$ cat src/rtl/multi_cycle_control_fsm.sv
// rtl/multi_cycle_control_fsm.sv - IF/ID/EX/MEM/WB sequencing controller for the multi-cycle RV32I core
module multi_cycle_control_fsm (
  input  logic       clk,
  input  logic       reset,
  input  logic [6:0] opcode,
  input  logic       alu_bcond,
  input  logic       halt_cond,
  input  logic       mem_ready,
  output logic       pc_write,
  output logic       pc_source,
  output logic       i_or_d,
  output logic       mem_read,
  output logic       mem_write,
  output logic       ir_write,
  output logic       reg_write,
  output logic [1:0] wb_sel,
  output logic [1:0] alu_src_a,
  output logic [1:0] alu_src_b,
  output logic [1:0] alu_op_sel,
  output logic       instr_retired,
  output logic       is_halted,
  output logic [2:0] state
);

  typedef enum logic [2:0] {
    S_IF   = 3'd0,
    S_ID   = 3'd1,
    S_EX   = 3'd2,
    S_MEM  = 3'd3,
    S_WB   = 3'd4,
    S_HALT = 3'd5
  } state_t;

  localparam logic [6:0] OP_R      = 7'b0110011;
  localparam logic [6:0] OP_I      = 7'b0010011;
  localparam logic [6:0] OP_LOAD   = 7'b0000011;
  localparam logic [6:0] OP_STORE  = 7'b0100011;
  localparam logic [6:0] OP_BRANCH = 7'b1100011;
  localparam logic [6:0] OP_JAL    = 7'b1101111;
  localparam logic [6:0] OP_JALR   = 7'b1100111;
  localparam logic [6:0] OP_SYSTEM = 7'b1110011;

  state_t state_q, state_d;

  always_ff @(posedge clk or negedge reset) begin
    if (!reset) state_q <= S_IF;
    else        state_q <= state_d;
  end

  assign state = state_q;

  always_comb begin
    state_d       = state_q;
    pc_write      = 1'b0;
    pc_source     = 1'b0;
    i_or_d        = 1'b0;
    mem_read      = 1'b0;
    mem_write     = 1'b0;
    ir_write      = 1'b0;
    reg_write     = 1'b0;
    wb_sel        = 2'b00;
    alu_src_a     = 2'b00;
    alu_src_b     = 2'b00;
    alu_op_sel    = 2'b00;
    instr_retired = 1'b0;
    is_halted     = 1'b0;

    case (state_q)
      S_IF: begin
        mem_read = 1'b1;
        if (mem_ready) begin
          ir_write  = 1'b1;
          pc_write  = 1'b1;
          alu_src_b = 2'b01;
          state_d   = S_ID;
        end
      end
      S_ID: begin
        // ALUOut captures old_pc + imm for a later branch/JAL
        alu_src_a = 2'b10;
        alu_src_b = 2'b10;
        case (opcode)
          OP_SYSTEM: begin
            if (halt_cond) state_d = S_HALT;
            else begin
              instr_retired = 1'b1;
              state_d       = S_IF;
            end
          end
          OP_R, OP_I, OP_LOAD, OP_STORE, OP_BRANCH, OP_JAL, OP_JALR: state_d = S_EX;
          default: begin
            instr_retired = 1'b1;
            state_d       = S_IF;
          end
        endcase
      end
      S_EX: begin
        state_d = S_IF;
        case (opcode)
          OP_R: begin
            alu_src_a  = 2'b01;
            alu_op_sel = 2'b10;
            state_d    = S_WB;
          end
          OP_I: begin
            alu_src_a  = 2'b01;
            alu_src_b  = 2'b10;
            alu_op_sel = 2'b10;
            state_d    = S_WB;
          end
          OP_LOAD, OP_STORE: begin
            alu_src_a = 2'b01;
            alu_src_b = 2'b10;
            state_d   = S_MEM;
          end
          OP_BRANCH: begin
            alu_src_a     = 2'b01;
            alu_op_sel    = 2'b01;
            pc_write      = alu_bcond;
            pc_source     = 1'b1;
            instr_retired = 1'b1;
          end
          OP_JAL: begin
            reg_write     = 1'b1;
            wb_sel        = 2'b10;
            pc_write      = 1'b1;
            pc_source     = 1'b1;
            instr_retired = 1'b1;
          end
          OP_JALR: begin
            // rd takes the PC before this edge (old_pc + 4) while PC loads rs1 + imm
            alu_src_a     = 2'b01;
            alu_src_b     = 2'b10;
            pc_write      = 1'b1;
            reg_write     = 1'b1;
            wb_sel        = 2'b10;
            instr_retired = 1'b1;
          end
          default: ;
        endcase
      end
      S_MEM: begin
        i_or_d = 1'b1;
        if (opcode == OP_LOAD) begin
          mem_read = 1'b1;
          if (mem_ready) state_d = S_WB;
        end else if (opcode == OP_STORE) begin
          mem_write = 1'b1;
          if (mem_ready) begin
            instr_retired = 1'b1;
            state_d       = S_IF;
          end
        end else begin
          state_d = S_IF;
        end
      end
      S_WB: begin
        reg_write     = 1'b1;
        instr_retired = 1'b1;
        wb_sel        = (opcode == OP_LOAD) ? 2'b01 : 2'b00;
        state_d       = S_IF;
      end
      S_HALT: begin
        is_halted = 1'b1;
      end
      default: state_d = S_IF;
    endcase

    // Nothing may leave the controller while reset is held low
    if (!reset) begin
      pc_write      = 1'b0;
      pc_source     = 1'b0;
      i_or_d        = 1'b0;
      mem_read      = 1'b0;
      mem_write     = 1'b0;
      ir_write      = 1'b0;
      reg_write     = 1'b0;
      wb_sel        = 2'b00;
      alu_src_a     = 2'b00;
      alu_src_b     = 2'b00;
      alu_op_sel    = 2'b00;
      instr_retired = 1'b0;
      is_halted     = 1'b0;
    end
  end

endmodule

$ cat config.mk
export PLATFORM = sky130hd
export DESIGN_NAME = multi_cycle_control_fsm
export DESIGN_NICKNAME = d
export VERILOG_FILES = /design/src/rtl/multi_cycle_control_fsm.sv
export SDC_FILE = /design/constraint.sdc
export NUM_CORES = 1
export LEC_CHECK = 0
export BUFFER_PORTS_ARGS = -buffer_cell sky130_fd_sc_hd__buf_2
export CAP_MARGIN = 10
export CORE_MARGIN = 2
export CORE_UTILIZATION = 35
export DETAILED_ROUTE_END_ITERATION = 10
export PLACE_DENSITY = 0.69
export SLEW_MARGIN = 0
export SYNTH_ARGS = -nofsm -noshare
export SYNTH_HDL_FRONTEND = slang
export SYNTH_SLANG_ARGS = --single-unit
$ cat constraint.sdc
create_clock -name clk -period 1.5 [get_ports clk]
set_input_delay 0.15 -clock clk [delete_from_list [all_inputs] [get_ports clk]]
set_output_delay 0.15 -clock clk [all_outputs]
set_load 0.005 [all_outputs]
# Word level (Yosys, flattened, before mapping)

Cells that the tools add are included.

Bits of input ports: 12
Bits in registers: 3
Word-level logic and storage cells: 81

Equal/unequal tests: 16
Reductions and logical operators: 10
Mux-type cells: 53
Bitwise gates (word level): 1

Operators by type and width:

| kind                                                            | count |
|---|---|
| 7-bit == test, second input constant                            | 4 |
| 1-bit two-way mux                                               | 27 |
| 3-bit two-way mux                                               | 6 |
| 3-bit case mux with 5 select lines                              | 1 |
| 7-bit by 6-bit == test with 1-bit output, second input constant | 2 |
| 2-bit two-way mux                                               | 7 |
| 2-bit case mux with 2 select lines                              | 3 |
| 3-bit case mux with 2 select lines                              | 2 |
| 1-bit case mux with 2 select lines                              | 5 |
| 2-bit OR reduction                                              | 4 |
| 7-bit by 2-bit == test with 1-bit output, second input constant | 1 |
| 7-bit by 5-bit == test with 1-bit output, second input constant | 1 |
| 7-bit OR reduction                                              | 1 |
| 3-bit by 2-bit == test with 1-bit output, second input constant | 2 |
| 3-bit == test, second input constant                            | 2 |
| 3-bit != test, second input constant                            | 2 |
| 2-bit case mux with 3 select lines                              | 1 |
| 6-bit OR reduction                                              | 1 |
| 1-bit case mux with 4 select lines                              | 1 |
| 4-bit AND reduction                                             | 1 |
| 4-bit OR reduction                                              | 1 |
| 3-bit by 1-bit == test with 1-bit output, second input constant | 1 |
| 3-bit logical NOT                                               | 1 |
| 3-bit OR reduction                                              | 1 |
| other kinds (2)                                                 | 2 |

# Logic depth before layout (Yosys ltp)

Depth after elaboration: 5
Mapped depth: 5
Mapped depth without buffers: 4

# Worst setup path before layout

Ideal clock, no wire load.

Path kind: input port to output port
From: input opcode[2]
To: output instr_retired
Stages: 5
Required time: 1350 ps
Path buffers: 1
Arrival time: 1379 ps
Setup slack: -29 ps
Cells stage by stage: nand4bb_1 -> buf_2 -> or3_4 -> or3_4 -> o221ai_2

Word-level cells in the longest chain between the ends: 5
Elaborated cells on any way between the ends: 16

Ends and longest elaborated chain:

| item                                                             | RTL line | source |
|---|---|---|
| start: declaration                                               | 5        | `input logic [6:0] opcode,` |
| 7-bit by 2-bit == test with 1-bit output (tied with other cells) | 82, 144  |  |
| 7-bit OR reduction (tied with other cells)                       | 82       | `case (opcode)` |
| 1-bit case mux with 2 select lines (tied with other cells)       | 82       |  |
| 1-bit case mux with 4 select lines *                             | 68       | `case (state_q)` |
| 1-bit two-way mux *                                              | 170      | `if (!reset) begin` |
| end: declaration                                                 | 20       | `output logic instr_retired,` |

Mark *: on every way between the ends. The rest lies on a longest branch, timed or not.

# Worst setup path after layout

From: input opcode[4]
To: output pc_write

Word-level cells in the longest chain between the ends: 5
Elaborated cells on any way between the ends: 7

Ends and longest elaborated chain:

| item                                 | RTL line | source |
|---|---|---|
| 7-bit == test                        | 99       | `case (opcode)` |
| 2-bit OR reduction (no line)         | -        |  |
| 1-bit case mux with 2 select lines * | 99       |  |
| 1-bit case mux with 2 select lines * | 68       |  |
| 1-bit two-way mux *                  | 170      |  |
| end: declaration                     | 9        | `output logic pc_write,` |

Marks and branches as above.

==> results.cfg <==
[sta]
drv_slew = 0
worst_pin_slew_ps = 430.6
setup_violations = 11
slew_headroom = 0.7124
timing.final.crit_share = 1.155
fmax_mhz = 577.4
finClkSkew_ps = 9.781
post-route-worst-setup-slack_ps = -231.9
finalCriticalPeriod_ps = 1732
hold_viol = 0
grt_setup_unrepaired = true

[drt]
via_per_inst = 5.907
first_iter_violations = 39
routedWlPerCell_um = 17.57
drt_wl_total_um = 2653
route.vias.total = 892
postRouteAntennaNets = 0
first_pass_iters = 4
post-route-drc-count = 0

[yosys]
ys_types = 34
synth_common_cells = nor2_1 (11), nand2_1 (8), a21oi_1 (6), nand2b_1 (6)
postSynthAreaPerCell_um2 = 6.467
synth_edf_count = 0
synth_top_cell_by_area = dfrtp_1
syn_inst = 83
ys_warn_count = 0
synth_top_flop_cell = dfrtp_1
synth_most_common_cell = nor2_1
syn_nets = 95
ys_async_sr_fraction = 1.000
yosysTopAreaCellShare = 0.1399
synth_area_leaders = dfrtp_1 (14%), nor2_1 (7.7%), nand2b_1 (7.0%), a21oi_1 (5.6%), nand2_1 (5.6%)
ys_seq_area_frac = 0.1399
ys_ff_latch = 3
netlist_area_um2 = 536.8

[cells_and_area]
largest_reg_flops = 3
final_layout_size_suffix_gt1_frac = 0.5778
multi_input_area_um2 = 546.8
register_area_um2 = 77.57
syn_to_final_growth_pct = 97.90
final_cell_area_mm2 = 0.001062
num_antenna_cells = 0
fin_nets = 148
n_fill_cell = 106

[placement]
placedInstanceArea_um2 = 788.3
hpwl_um = 1328
globalplace.congestion = 0.8346
port_buffers = 31

[clock_tree]
clkTransAtPathRegs_ps = 30
clkSinkCount = 3
cts_buffers = 3
clockRootBuffer = clkbuf_4
htree_levels = 1
worstSkewPairLatency_ps = 240
cts_tree = done
clockBufferDepth = 2

[die]
die_y_um = 43.16
coreArea_mm2 = 0.001471
fp.dieW_um = 43.16
start_util = 0.3648
dieArea_mm2 = 0.001863
ios = 32
rows = 14

[power_and_ir_drop]
power_uw = 431.8
power_leakage_nw = 0.4812
irDropWorstVdd_mv = 0.4207
p_per_area_mw_per_mm2 = 406.5

[global_routing]
grt_overflow_total = 0
grt_usage = 0.2212
grt_pass1_vias = 745
grt_pass1_wl_um = 3160
antenna_found_initial = 0
grt_max_degree = 12

[worst_setup_path]
worstPathRequired_ps = 1350
end_kind = primary output
cp-start-kind = input port
path_max_fanout = 8
crit_arrival_ps = 1580
critPathKind = in -> out
critPathSlowestCell = a2111oi_2
crit_family = compound AO/OA/AOI/OAI gates
cp_slowest_stage_delay_ps = 440
crit_buf_inv = 3
crit_chain = buf_6 -> nand3b_1 -> buf_4 -> nor2_1 -> a21oi_1 -> a2111oi_2 -> buf_2
reg2reg_slack_ps = 20

[outcome]
status = finished with violations
violations = negative setup slack

[hold_path]
hold_path.class = in -> reg

[job]
cap_viol_max_count = 0
where the power goes:
group	leakage [nW]	switching, mW	internal, mW	total, mW
clock	0.0150	0.0489	0.100	0.149
combinational	0.429	0.0994	0.0930	0.192
sequential	0.0375	0.00596	0.0845	0.0905
total	0.481	0.154	0.278	0.432
worst min-delay path: cells and delay by family:
family	cells	cell delay, ps
buffers and inverters	1	100
AOI/OAI and AO/OA	1	80
and+or+nand+nor	3	220
per-layer routing:
layer	routed length (um)	up-vias	track usage
li1	-	402	-
met1	994	414	0.2887
met2	1345	60	0.3612
met3	175	16	0.03404
met4	138	0	0.08485
met5	0	-	0
final cells by class:
cell class | count | share of cell area
Multi-Input combinational cell | 69 | 0.5147
Inverter | 5 | 0.01767
Clock buffer | 4 | 0.02473
Sequential cell | 3 | 0.07303
Timing Repair Buffer | 54 | 0.3510
Tap cell | 16 | 0.01885
layout by cell type (no fill, tap or decap), drive strengths merged, types with 2 or more instances in the layout:
cell type	n
buf	53
nor2	11
nand2	8
nand2b	6
a21oi	6
inv	5
nor3	5
nor4	4
clkbuf	4
or3	4
nor2b	3
o21ai	3
dfrtp	3
a2111oi	2
a211oi	2
or2	2
worst paths after layout:
kind	start	end	cells past startpoint
hold reg to reg	state[1]	state[2]	2
setup reg to reg	state[0]	state[2]	5
hold / removal	halt_cond	state[0]	5
max in group asynchronous	reset	state[0]	3
min in group asynchronous	reset	state[2]	3
setup / recovery	opcode[4]	pc_write	7
metrics by stage:
stage	hold slack [ps]	instances	TNS [ps]	util	worst slack, ps
detailed placement	49.45	138	-467.2	0.5357	-114.2
global route	383.5	151	-1839	0.7219	-277.9
floorplan	-145.6	83	0	-	3.198
CTS	331.6	145	-473.4	0.6020	-150.3
global placement	48.06	138	-380.7	0.5357	-103.7
finish	377.7	151	-1116	0.7219	-231.9
cells by family after synthesis:
family,count (synthesis),share of synthesized area
AOI/OAI and AO/OA,20,0.2588
buffers and inverters,11,0.08857
and+or+nand+nor,48,0.4965
DFF,3,0.1399
xor gates and xnor gates,1,0.01632
repair_timing:
action	in CTS	in global routing
buffers inserted	2	6
resized for setup	14	27
hold buffers	1	0
endpoints found under the setup margin	12	15
endpoints found under the hold margin	3	0
pin swaps	6	6
No activity file was read; power rests on OpenSTA's default activity.
